===== src/rtl/tmr_spi_pkg.sv =====
`default_nettype none
// ============================================================================
// Module      : tmr_spi_pkg
// Description : Shared types and constants for the TMR IMU SPI sampler.
// Revision    : 1.0  initial release
// ============================================================================
package tmr_spi_pkg;

    typedef enum logic [2:0] {
        ST_IDLE   = 3'd0,
        ST_SETUP  = 3'd1,
        ST_SHIFT  = 3'd2,
        ST_HOLD   = 3'd3,
        ST_UPDATE = 3'd4
    } state_e;

    localparam logic READ_BIT   = 1'b1;
    localparam int   FRAME_BITS = 16;
    localparam int   DATA_BITS  = 8;
    localparam int   NUM_IMU    = 3;

endpackage
`default_nettype wire


===== src/rtl/imu_stuck_monitor.sv =====
`default_nettype none
// ============================================================================
// Module      : imu_stuck_monitor
// Description : Flags a channel after STUCK_COUNT consecutive 0x00/0xFF bytes.
// Revision    : 1.0  initial release
// ============================================================================
module imu_stuck_monitor
    import tmr_spi_pkg::*;
#(
    parameter int STUCK_COUNT = 8
) (
    input  logic                 clk12MHz,
    input  logic                 rst_n,
    input  logic                 update,
    input  logic [DATA_BITS-1:0] data,
    output logic                 stuck
);

    localparam int               CNT_W   = $clog2(STUCK_COUNT + 1);
    localparam logic [CNT_W-1:0] CNT_MAX = CNT_W'(STUCK_COUNT);

    logic [CNT_W-1:0] count_q;
    logic [CNT_W-1:0] count_d;

    always_comb begin
        count_d = count_q;
        if (update) begin
            // A rail-level byte is what a floating or shorted MISO line returns.
            if ((data == '0) || (data == '1)) begin
                if (count_q != CNT_MAX) begin
                    count_d = count_q + CNT_W'(1);
                end
            end else begin
                count_d = '0;
            end
        end
    end

    always_ff @(posedge clk12MHz or negedge rst_n) begin
        if (!rst_n) begin
            count_q <= '0;
        end else begin
            count_q <= count_d;
        end
    end

    assign stuck = (count_q == CNT_MAX);

endmodule
`default_nettype wire


===== src/rtl/tmr_imu_spi_sampler.sv =====
`default_nettype none
// ============================================================================
// Module      : tmr_imu_spi_sampler
// Description : Lockstep SPI reader for three redundant IMUs feeding a voter.
// Revision    : 1.0  initial release
// ============================================================================
module tmr_imu_spi_sampler
    import tmr_spi_pkg::*;
#(
    parameter int         SCLK_DIV    = 6,
    parameter int         SAMPLE_DIV  = 12000,
    parameter logic [6:0] REG_ADDR    = 7'h3B,
    parameter int         STUCK_COUNT = 8
) (
    input  logic       clk12MHz,
    input  logic       rst_n,
    input  logic       enable,
    input  logic       start,
    output logic       spi_sclk,
    output logic       spi_mosi,
    output logic [2:0] spi_cs_n,
    input  logic [2:0] spi_miso,
    output logic [7:0] imu1,
    output logic [7:0] imu2,
    output logic [7:0] imu3,
    output logic       sample_valid,
    output logic [2:0] stuck,
    output logic       busy,
    output logic       overrun
);

    localparam int DIV_W = (SCLK_DIV > 1) ? $clog2(SCLK_DIV) : 1;
    localparam int GAP_W = $clog2(SCLK_DIV + 1);
    localparam int TMR_W = (SAMPLE_DIV > 1) ? $clog2(SAMPLE_DIV) : 1;
    localparam int BIT_W = $clog2(FRAME_BITS);

    localparam logic [DIV_W-1:0]      DIV_LAST = DIV_W'(SCLK_DIV - 1);
    localparam logic [TMR_W-1:0]      TMR_LAST = TMR_W'(SAMPLE_DIV - 1);
    localparam logic [BIT_W-1:0]      BIT_LAST = BIT_W'(FRAME_BITS - 1);
    localparam logic [FRAME_BITS-1:0] FRAME    = {READ_BIT, REG_ADDR, {DATA_BITS{1'b0}}};

    state_e                                   state_q, state_d;
    logic [DIV_W-1:0]                         div_q, div_d;
    logic                                     phase_q, phase_d;
    logic [BIT_W-1:0]                         bit_q, bit_d;
    logic [GAP_W-1:0]                         gap_q, gap_d;
    logic [TMR_W-1:0]                         timer_q, timer_d;
    logic [NUM_IMU-1:0][DATA_BITS-1:0]        shift_q, shift_d;
    logic [NUM_IMU-1:0][DATA_BITS-1:0]        imu_q, imu_d;
    logic                                     sclk_q, sclk_d;
    logic                                     mosi_q, mosi_d;
    logic                                     cs_n_q, cs_n_d;
    logic                                     busy_q, busy_d;
    logic                                     sample_valid_q, sample_valid_d;
    logic                                     overrun_q, overrun_d;

    logic tick;
    logic trigger;
    logic accept;
    logic div_last;
    logic frame_active;
    logic load;

    always_comb begin
        tick     = enable && (timer_q == TMR_LAST);
        trigger  = tick || start;
        accept   = trigger && (state_q == ST_IDLE) && (gap_q == '0);
        div_last = (div_q == DIV_LAST);
        timer_d  = (enable && !tick) ? timer_q + TMR_W'(1) : '0;

        state_d = state_q;
        div_d   = div_q;
        phase_d = phase_q;
        bit_d   = bit_q;
        gap_d   = (gap_q != '0) ? gap_q - GAP_W'(1) : '0;
        shift_d = shift_q;

        case (state_q)
            ST_IDLE: begin
                if (accept) begin
                    state_d = ST_SETUP;
                    div_d   = '0;
                    phase_d = 1'b0;
                    bit_d   = '0;
                end
            end
            ST_SETUP: begin
                if (div_last) begin
                    state_d = ST_SHIFT;
                    div_d   = '0;
                end else begin
                    div_d = div_q + DIV_W'(1);
                end
            end
            ST_SHIFT: begin
                // First cycle of the high half is the rising-edge sample point.
                if (phase_q && (div_q == '0)) begin
                    for (int i = 0; i < NUM_IMU; i++) begin
                        shift_d[i] = {shift_q[i][DATA_BITS-2:0], spi_miso[i]};
                    end
                end
                if (div_last) begin
                    div_d   = '0;
                    phase_d = ~phase_q;
                    if (phase_q) begin
                        if (bit_q == BIT_LAST) begin
                            state_d = ST_HOLD;
                        end else begin
                            bit_d = bit_q + BIT_W'(1);
                        end
                    end
                end else begin
                    div_d = div_q + DIV_W'(1);
                end
            end
            ST_HOLD: begin
                if (div_last) begin
                    state_d = ST_UPDATE;
                    div_d   = '0;
                end else begin
                    div_d = div_q + DIV_W'(1);
                end
            end
            ST_UPDATE: begin
                state_d = ST_IDLE;
                gap_d   = GAP_W'(SCLK_DIV);
            end
            default: begin
                state_d = ST_IDLE;
            end
        endcase

        // Pin-level outputs are registered from next-state so they never glitch.
        frame_active   = (state_d == ST_SETUP) || (state_d == ST_SHIFT) || (state_d == ST_HOLD);
        load           = (state_d == ST_UPDATE);
        cs_n_d         = ~frame_active;
        busy_d         = frame_active;
        sclk_d         = (state_d == ST_SHIFT) && phase_d;
        mosi_d         = ((state_d == ST_SETUP) || (state_d == ST_SHIFT)) ? FRAME[BIT_LAST - bit_d] : 1'b0;
        sample_valid_d = load;
        imu_d          = load ? shift_d : imu_q;
        overrun_d      = trigger && !accept;
    end

    always_ff @(posedge clk12MHz or negedge rst_n) begin
        if (!rst_n) begin
            state_q        <= ST_IDLE;
            div_q          <= '0;
            phase_q        <= 1'b0;
            bit_q          <= '0;
            gap_q          <= '0;
            timer_q        <= '0;
            shift_q        <= '0;
            imu_q          <= '0;
            sclk_q         <= 1'b0;
            mosi_q         <= 1'b0;
            cs_n_q         <= 1'b1;
            busy_q         <= 1'b0;
            sample_valid_q <= 1'b0;
            overrun_q      <= 1'b0;
        end else begin
            state_q        <= state_d;
            div_q          <= div_d;
            phase_q        <= phase_d;
            bit_q          <= bit_d;
            gap_q          <= gap_d;
            timer_q        <= timer_d;
            shift_q        <= shift_d;
            imu_q          <= imu_d;
            sclk_q         <= sclk_d;
            mosi_q         <= mosi_d;
            cs_n_q         <= cs_n_d;
            busy_q         <= busy_d;
            sample_valid_q <= sample_valid_d;
            overrun_q      <= overrun_d;
        end
    end

    // The stuck counters advance on the same edge that raises sample_valid.
    for (genvar i = 0; i < NUM_IMU; i++) begin : g_chan
        imu_stuck_monitor #(
            .STUCK_COUNT (STUCK_COUNT)
        ) u_stuck_monitor (
            .clk12MHz (clk12MHz),
            .rst_n    (rst_n),
            .update   (load),
            .data     (shift_q[i]),
            .stuck    (stuck[i])
        );
    end

    assign spi_sclk     = sclk_q;
    assign spi_mosi     = mosi_q;
    assign spi_cs_n     = {NUM_IMU{cs_n_q}};
    assign imu1         = imu_q[0];
    assign imu2         = imu_q[1];
    assign imu3         = imu_q[2];
    assign sample_valid = sample_valid_q;
    assign busy         = busy_q;
    assign overrun      = overrun_q;

endmodule
`default_nettype wire


===== config.mk =====
export PLATFORM = sky130hd
export DESIGN_NAME = tmr_imu_spi_sampler
export DESIGN_NICKNAME = d
export VERILOG_FILES = /design/src/rtl/tmr_spi_pkg.sv /design/src/rtl/imu_stuck_monitor.sv /design/src/rtl/tmr_imu_spi_sampler.sv
export SDC_FILE = /design/constraint.sdc
export NUM_CORES = 1
export LEC_CHECK = 0
export ABC_CLOCK_PERIOD_IN_PS = 2350
export BUFFER_PORTS_ARGS = -buffer_cell sky130_fd_sc_hd__buf_2
export CORE_MARGIN = 8
export CORE_UTILIZATION = 42
export CTS_CLUSTER_DIAMETER = 150
export DETAILED_ROUTE_END_ITERATION = 12
export PLACE_DENSITY_LB_ADDON = 0.1
export SLEW_MARGIN = 20
export SYNTH_ARGS = -nofsm -noshare
export SYNTH_HDL_FRONTEND = slang
export SYNTH_SLANG_ARGS = --single-unit

===== constraint.sdc =====
create_clock -name clk12MHz -period 2.35 [get_ports clk12MHz]
set_input_delay 0.47 -clock clk12MHz [delete_from_list [all_inputs] [get_ports clk12MHz]]
set_output_delay 0.47 -clock clk12MHz [all_outputs]
set_load 0.01 [all_outputs]

==> flow_summary.ini, run 1 <==
[run_status]
run_status = complete, no violations

[floorplan]
dieHeight_um = 117
floorplan.io_pins = 42
die_width_um = 117
placeableCoreArea_sq_um = 10100
rows = 37
floorplan.die_area_sq_um = 13800
floorplan.initialDensity = 0.426

[synth]
synth_warnings = 0
netlist.top_cell.by_area = sky130_fd_sc_hd__dfrtp_1
synth_edf_count = 0
synthTopCellsByCount = sky130_fd_sc_hd__dfrtp_1 (93), sky130_fd_sc_hd__nand2_1 (89), sky130_fd_sc_hd__nor2_1 (23)
syn_nets = 422
postSynth.topFlopCell = sky130_fd_sc_hd__dfrtp_1
synth.avg_cell_area_sq_um = 10.7
syn_area_sq_um = 4320
synth_instances = 405
ys_async_sr_fraction = 1.00
synth_sequential_area_ratio = 0.545
netlist-cell-type-count = 50
synth_most_common_cell = sky130_fd_sc_hd__dfrtp_1
portion_of_synthesized_cell_area_occupied_by_the_leading_cell_type = 0.539
netlist_top_cells_area = sky130_fd_sc_hd__dfrtp_1 (54%), sky130_fd_sc_hd__nand2_1 (7.7%), sky130_fd_sc_hd__mux2_4 (6.9%)
postSynthRegisterBits = 94

[placement]
io_buffers = 41
place_worst_setup_slack_ns = 0.356
dp_hpwl_um = 5530
dpl.cell_count = 574
finalWeightedCongestion = 0.758

[final_layout]
utilization = 0.485
number_of_antenna_repair_diodes = 0
multiInputGateArea_sq_um = 1770
num-nets-final = 467
final-instance-count-excl-fill = 591
final_layout_size_suffix_gt1_frac = 0.211
sequential_cell_area_sq_um = 2350
fillers = 967
area_growth_synth_to_finish_pct = 13.8

[sta]
tightestPinTransition_ns = 0.632
grt_setup_unrepaired = no
tns_ns = 0
slew-limit-headroom = 0.574
report.final.hold_viol_count = 0
setup_viol_count_final = 0
layout_setup_ws_ns = 0.329
fmaxAchievable_mhz = 495
finalHoldWorstSlack_ns = 0.353
maxSlewViolCount = 0
min_period_ns = 2.02
skew_ns = 0.00643
final_min_period_over_clock_period = 0.860

[setup_path]
cp.arrival_ns = 2.28
start_kind = flip-flop
cp_max_fo = 24
critPathRequiredTime_ns = 2.60
setup.worst_path.end_class = flip-flop
worstSetupPathType = reg -> reg

[power]
share_seq_of_total_power = 0.558
internal_power_mw = 2.28
ir_worst_vdd_uv = 251
power.clock.fraction = 0.413
ratio_of_total_power_to_cell_area_nw_per_um2 = 603
switching_share = 0.229
comb_power_share = 0.029
leakage_nw = 2.47
netSwitchingPower_uw = 678

[clocking]
tritoncts = built
clock_insertion_delay_worst_skew_ns = 0.36
cts_buffers = 9
cts.repair.resized = 0
cts.sink_count = 94
clock_transition_at_path_regs_ns = 0.10
cts-root-buf = sky130_fd_sc_hd__clkbuf_8
cts_max_level = 3
clk_path_buf_depth = 2

[global_route]
grt_max_degree = 73
gr-usage-all-layers = 0.127
grt_remaining_overflow = 0
antenna_violations_before_repair = 0
global_route_wire_length_before_repair_um = 14700
via_count_of_the_first_global_routing_pass = 3001

[job]
maxCapViolations = 0

[detailed_routing]
avgViaCountPerCell = 4.97
drt-total-wl_um = 8200
wl_per_cell_um = 13.9
drtAntennaViolNets = 0
vias = 2937
dr.first_iter.drc_count = 151
detail_route.first_pass.iterations = 5
drc = 0

[hold_path]
worst_hold_path_type = in -> reg
worst max-delay path: stages, from the launching register on:
cell and delay (ns):
sky130_fd_sc_hd__dfrtp_1 0.45, sky130_fd_sc_hd__nor3b_4 0.24, sky130_fd_sc_hd__or4b_1 0.46, sky130_fd_sc_hd__buf_4 0.28
sky130_fd_sc_hd__mux2_4 0.35, sky130_fd_sc_hd__nand2_1 0.06, sky130_fd_sc_hd__nand2_1 0.06
flip-flops by register name, indices dropped and copies added, names as in the netlist:
name / cells
sample_valid: 1
spi_mosi: 1
cs_n_q: 1
timer_q: 14
imu3: 8
gap_q: 3
state_q: 3
spi_sclk: 1
busy: 1
imu1: 8
imu2: 8
div_q: 3
g_chan.u_stuck_monitor.count_q: 12
phase_q: 1
bit_q: 4
shift_q: 24
overrun: 1
cell usage in the layout, fill, tap and decap left out, types with 4 or more instances in the layout:
cell	n
sky130_fd_sc_hd__dfrtp_1	93
sky130_fd_sc_hd__nand2_1	89
sky130_fd_sc_hd__buf_2	40
sky130_fd_sc_hd__nand4_1	9
sky130_fd_sc_hd__or3_1	4
sky130_fd_sc_hd__o21ai_0	10
sky130_fd_sc_hd__nor2_1	23
sky130_fd_sc_hd__a21oi_1	6
sky130_fd_sc_hd__mux2_4	20
sky130_fd_sc_hd__clkbuf_8	9
sky130_fd_sc_hd__buf_4	11
sky130_fd_sc_hd__nand3_1	14
sky130_fd_sc_hd__nand2b_1	5
sky130_fd_sc_hd__mux2_2	5
sky130_fd_sc_hd__and3_1	4
sky130_fd_sc_hd__xor2_1	9
sky130_fd_sc_hd__o22ai_1	5
sky130_fd_sc_hd__nor4_1	8
sky130_fd_sc_hd__ha_1	10
sky130_fd_sc_hd__inv_1	21
sky130_fd_sc_hd__mux2i_1	5
cell families after synthesis:
group | share of synthesized area
AO/OA/AOI/OAI | 0.0620
XOR/XNOR | 0.0243
adder cells (fa/ha/maj) | 0.0290
buffers and inverters | 0.0455
flip-flops | 0.545
multiplexers | 0.0941
AND/OR/NAND/NOR | 0.201
repair_timing:
| action | in CTS | in global routing |
|---|---|---|
| hold buffers | 1 | 0 |
| buffers inserted | 0 | 0 |
| hold endpoints to repair | 22 | 0 |
power by group through the flow:
stage	Combinational (mW)	Sequential, mW	Clock [mW]
2_1_floorplan	0.0352	1.68	0
3_3_place_gp	0.0872	1.68	0
3_5_place_dp	0.0880	1.68	0
4_1_cts	0.0893	1.65	1.28
5_1_grt	0.0995	1.66	1.33
6_report	0.0848	1.65	1.22
area by class of cell:
cell class / count / area share
flip-flops and latches: 94 / 0.479
multi-input cells: 271 / 0.360
repair buffers: 53 / 0.0636
well taps: 136 / 0.0346
clock buffers: 9 / 0.0252
clock inverters: 7 / 0.0214
inverters: 21 / 0.0160
per-layer routing:
metal | vias up | share of wire | track usage | wire length (um)
met3 | 4 | 0.032 | 0.0374 | 265
li1 | 1470 | - | - | -
met1 | 1431 | 0.52 | 0.173 | 4290
met2 | 32 | 0.44 | 0.190 | 3590
met4 | 0 | 0.0073 | 0.0414 | 60
met5 | - | 0 | 0 | 0
per-stage QoR:
stage / power, mW / instance area (sq um)
finish: 2.96 / 4920
global route: 3.09 / 4920
CTS: 3.02 / 4920
detailed placement: 1.77 / 4680
global placement: 1.77 / 4680
floorplan: 1.72 / 4320
worst paths after layout:
kind                                            from                    end  slack (ns)  cells past startpoint
worst max register to register  div_q[1]$_DFFE_PN0P_    imu3[0]$_DFFE_PN0P_        0.33                      6
max in group asynchronous                      rst_n       cs_n_q$_DFF_PN1_        1.09                      3
min in group asynchronous                      rst_n    imu2[2]$_DFFE_PN0P_        0.54                      2
worst min-delay path                     spi_miso[2]  shift_q[16]$_DFF_PN0_        0.35                      2
worst min register to register    gap_q[0]$_DFF_PN0_     gap_q[0]$_DFF_PN0_        0.46                      1
worst max-delay path            div_q[1]$_DFFE_PN0P_    imu3[0]$_DFFE_PN0P_        0.33                      6
No activity file was read; power rests on OpenSTA's default activity.
==> run 2: changes to the inputs <==
--- a/config.mk
+++ b/config.mk
@@ -5,7 +5,7 @@
 export SDC_FILE = /design/constraint.sdc
 export NUM_CORES = 1
 export LEC_CHECK = 0
-export ABC_CLOCK_PERIOD_IN_PS = 2350
+export ABC_CLOCK_PERIOD_IN_PS = 1900
 export BUFFER_PORTS_ARGS = -buffer_cell sky130_fd_sc_hd__buf_2
 export CORE_MARGIN = 8
 export CORE_UTILIZATION = 42
==> constraint.sdc (replaced) <==
create_clock -name clk12MHz -period 1.9 [get_ports clk12MHz]
set_input_delay 0.38 -clock clk12MHz [delete_from_list [all_inputs] [get_ports clk12MHz]]
set_output_delay 0.38 -clock clk12MHz [all_outputs]
set_load 0.01 [all_outputs]
==> flow_summary.ini, run 2 (synthesis results as in run 1) <==
[run_status]
run_status = complete, no violations

[detailed_routing]
drc = 0
drtAntennaViolNets = 0
vias = 2998
dr.first_iter.drc_count = 126
detail_route.first_pass.iterations = 4
wl_per_cell_um = 13.9
avgViaCountPerCell = 4.94
drt-total-wl_um = 8430

[setup_path]
cp.arrival_ns = 2.10
cp_slowest_cell = sky130_fd_sc_hd__or4b_4
cp_max_fo = 24
setup.worst_path.end_class = flip-flop
crit_path_start = div_q[1]$_DFFE_PN0P_
start_kind = flip-flop
cpLargestDelayFamily = simple AND/OR/NAND/NOR gates
rr_worst_depth = 6
path_common_cell = sky130_fd_sc_hd__nand2_1
critPathRequiredTime_ns = 2.15
crit_chain = nor3b_4, or4b_4, buf_12, mux2_4, nand2_1, nand2_1
critical_path.reg2reg.startpoint = div_q[1]$_DFFE_PN0P_
cpPeakStageDelay_ns = 0.49
worstSetupPathType = reg -> reg
critical_path.n_buffers_inverters = 1
cp.depth = 6

[floorplan]
floorplan.initialDensity = 0.426
dieHeight_um = 117
rows = 37
floorplan.die_area_sq_um = 13800
floorplan.io_pins = 42
die_width_um = 117
placeableCoreArea_sq_um = 10100

[final_layout]
num-nets-final = 483
layout.cells.most_common = sky130_fd_sc_hd__dfrtp_1
largest_register_ffs = 24
utilization = 0.504
registers.top_by_ff_count = shift_q
layout_common_cells = sky130_fd_sc_hd__dfrtp_1 (93), sky130_fd_sc_hd__nand2_1 (85), sky130_fd_sc_hd__buf_2 (40)
final_layout_size_suffix_gt1_frac = 0.268
largestRegisters = shift_q (24), timer_q (14), g_chan.u_stuck_monitor.count_q (12)
finalInstanceArea_sq_um = 5110
area_growth_synth_to_finish_pct = 18.3
number_of_antenna_repair_diodes = 0

[placement]
dpl-instance-area_sq_um = 4840
dp_hpwl_um = 5660
finalWeightedCongestion = 0.762
place_worst_setup_slack_ns = 0.0432
io_buffers = 41

[sta]
final_min_period_over_clock_period = 0.974
report.final.hold_viol_count = 0
slew-limit-headroom = 0.659
layout_setup_ws_ns = 0.0485
fmaxAchievable_mhz = 540
maxSlewViolCount = 0
skew_ns = 0.0143
setup_viol_count_final = 0
tightestPinTransition_ns = 0.511
min_period_ns = 1.85

[global_route]
grt_remaining_overflow = 0
via_count_of_the_first_global_routing_pass = 3086
grt_max_degree = 95
gr-usage-all-layers = 0.128
antenna_violations_before_repair = 0
global_route_wire_length_before_repair_um = 14700

[clocking]
cts_max_level = 3
cts_buffers = 9
cts_hold_repair.buffers = 0
tritoncts = built
cts-root-buf = sky130_fd_sc_hd__clkbuf_8
clock_transition_at_path_regs_ns = 0.09
cts_post_setup_buffers_inserted = 0
clock_insertion_delay_worst_skew_ns = 0.37
cts.sink_count = 94
clk_path_buf_depth = 2
cts.repair.resized = 0

[job]
maxCapViolations = 0

[power]
ir_worst_vdd_uv = 285
leakage_nw = 2.57
ratio_of_total_power_to_cell_area_nw_per_um2 = 712
power_mw = 3.64

[hold_path]
worst_hold_path_type = in -> async
==> run 2: cell count changes in the layout (fill, tap and decap cells not counted), sizes merged <==
cell and change:
buf +17, clkinv -1, clkbuf +1, clkinvlp +2, dlygate4sd3 -1, inv -2
==> run 2: routing by layer <==
layer	wire, um	vias up	share of wire	global-route usage
met5	0	-	0	0
met4	98	0	0.012	0.0503
met3	300	8	0.036	0.0365
met2	3850	36	0.46	0.203
met1	4180	1451	0.50	0.162
li1	-	1503	-	-
==> run 2: path summary, 6_finish.rpt <==
path,endpoint,slack [ns]
hold / removal,imu2[1]$_DFFE_PN0P_,0.04
setup / recovery,imu2[4]$_DFFE_PN0P_,0.05
max in group asynchronous,cs_n_q$_DFF_PN1_,1.45
min in group clk12MHz,shift_q[16]$_DFF_PN0_,0.26
hold reg to reg,imu1[6]$_DFFE_PN0P_,0.48
setup reg to reg,imu2[4]$_DFFE_PN0P_,0.05
==> run 2: report_power, final <==
| part | internal, mW | switching (mW) |
|---|---|---|
| clock network | 0.751 | 0.732 |
| registers | 2.02 | 0.0213 |
| logic | 0.0475 | 0.0672 |
==> run 2: cell type report <==
type                       instances  area (sq um)
inverter                          21          82.6
timing repair buffer              69           455
clock inverter                     6          92.6
multi-input combinational        271          1830
sequential                        94          2350
fill                             915          5020
tap                              136           170
clock buffer                      10           128
==> run 2: worst register-to-register path: cells and delay by family (launching register included) <==
kind | cells | cell delay [ns]
buf+inv | 1 | 0.19
flops | 1 | 0.42
mux | 1 | 0.33
simple gates | 4 | 0.80
==> run 2: through the flow <==
step | TNS (ns) | instances | hold slack [ns]
5_1_grt | -0.0188 | 607 | 0.0978
3_5_place_dp | 0 | 591 | 0.457
6_report | 0 | 607 | 0.0377
2_1_floorplan | -1.42 | 405 | 0.0844
3_3_place_gp | 0 | 591 | 0.453
4_1_cts | 0 | 607 | 0.0692
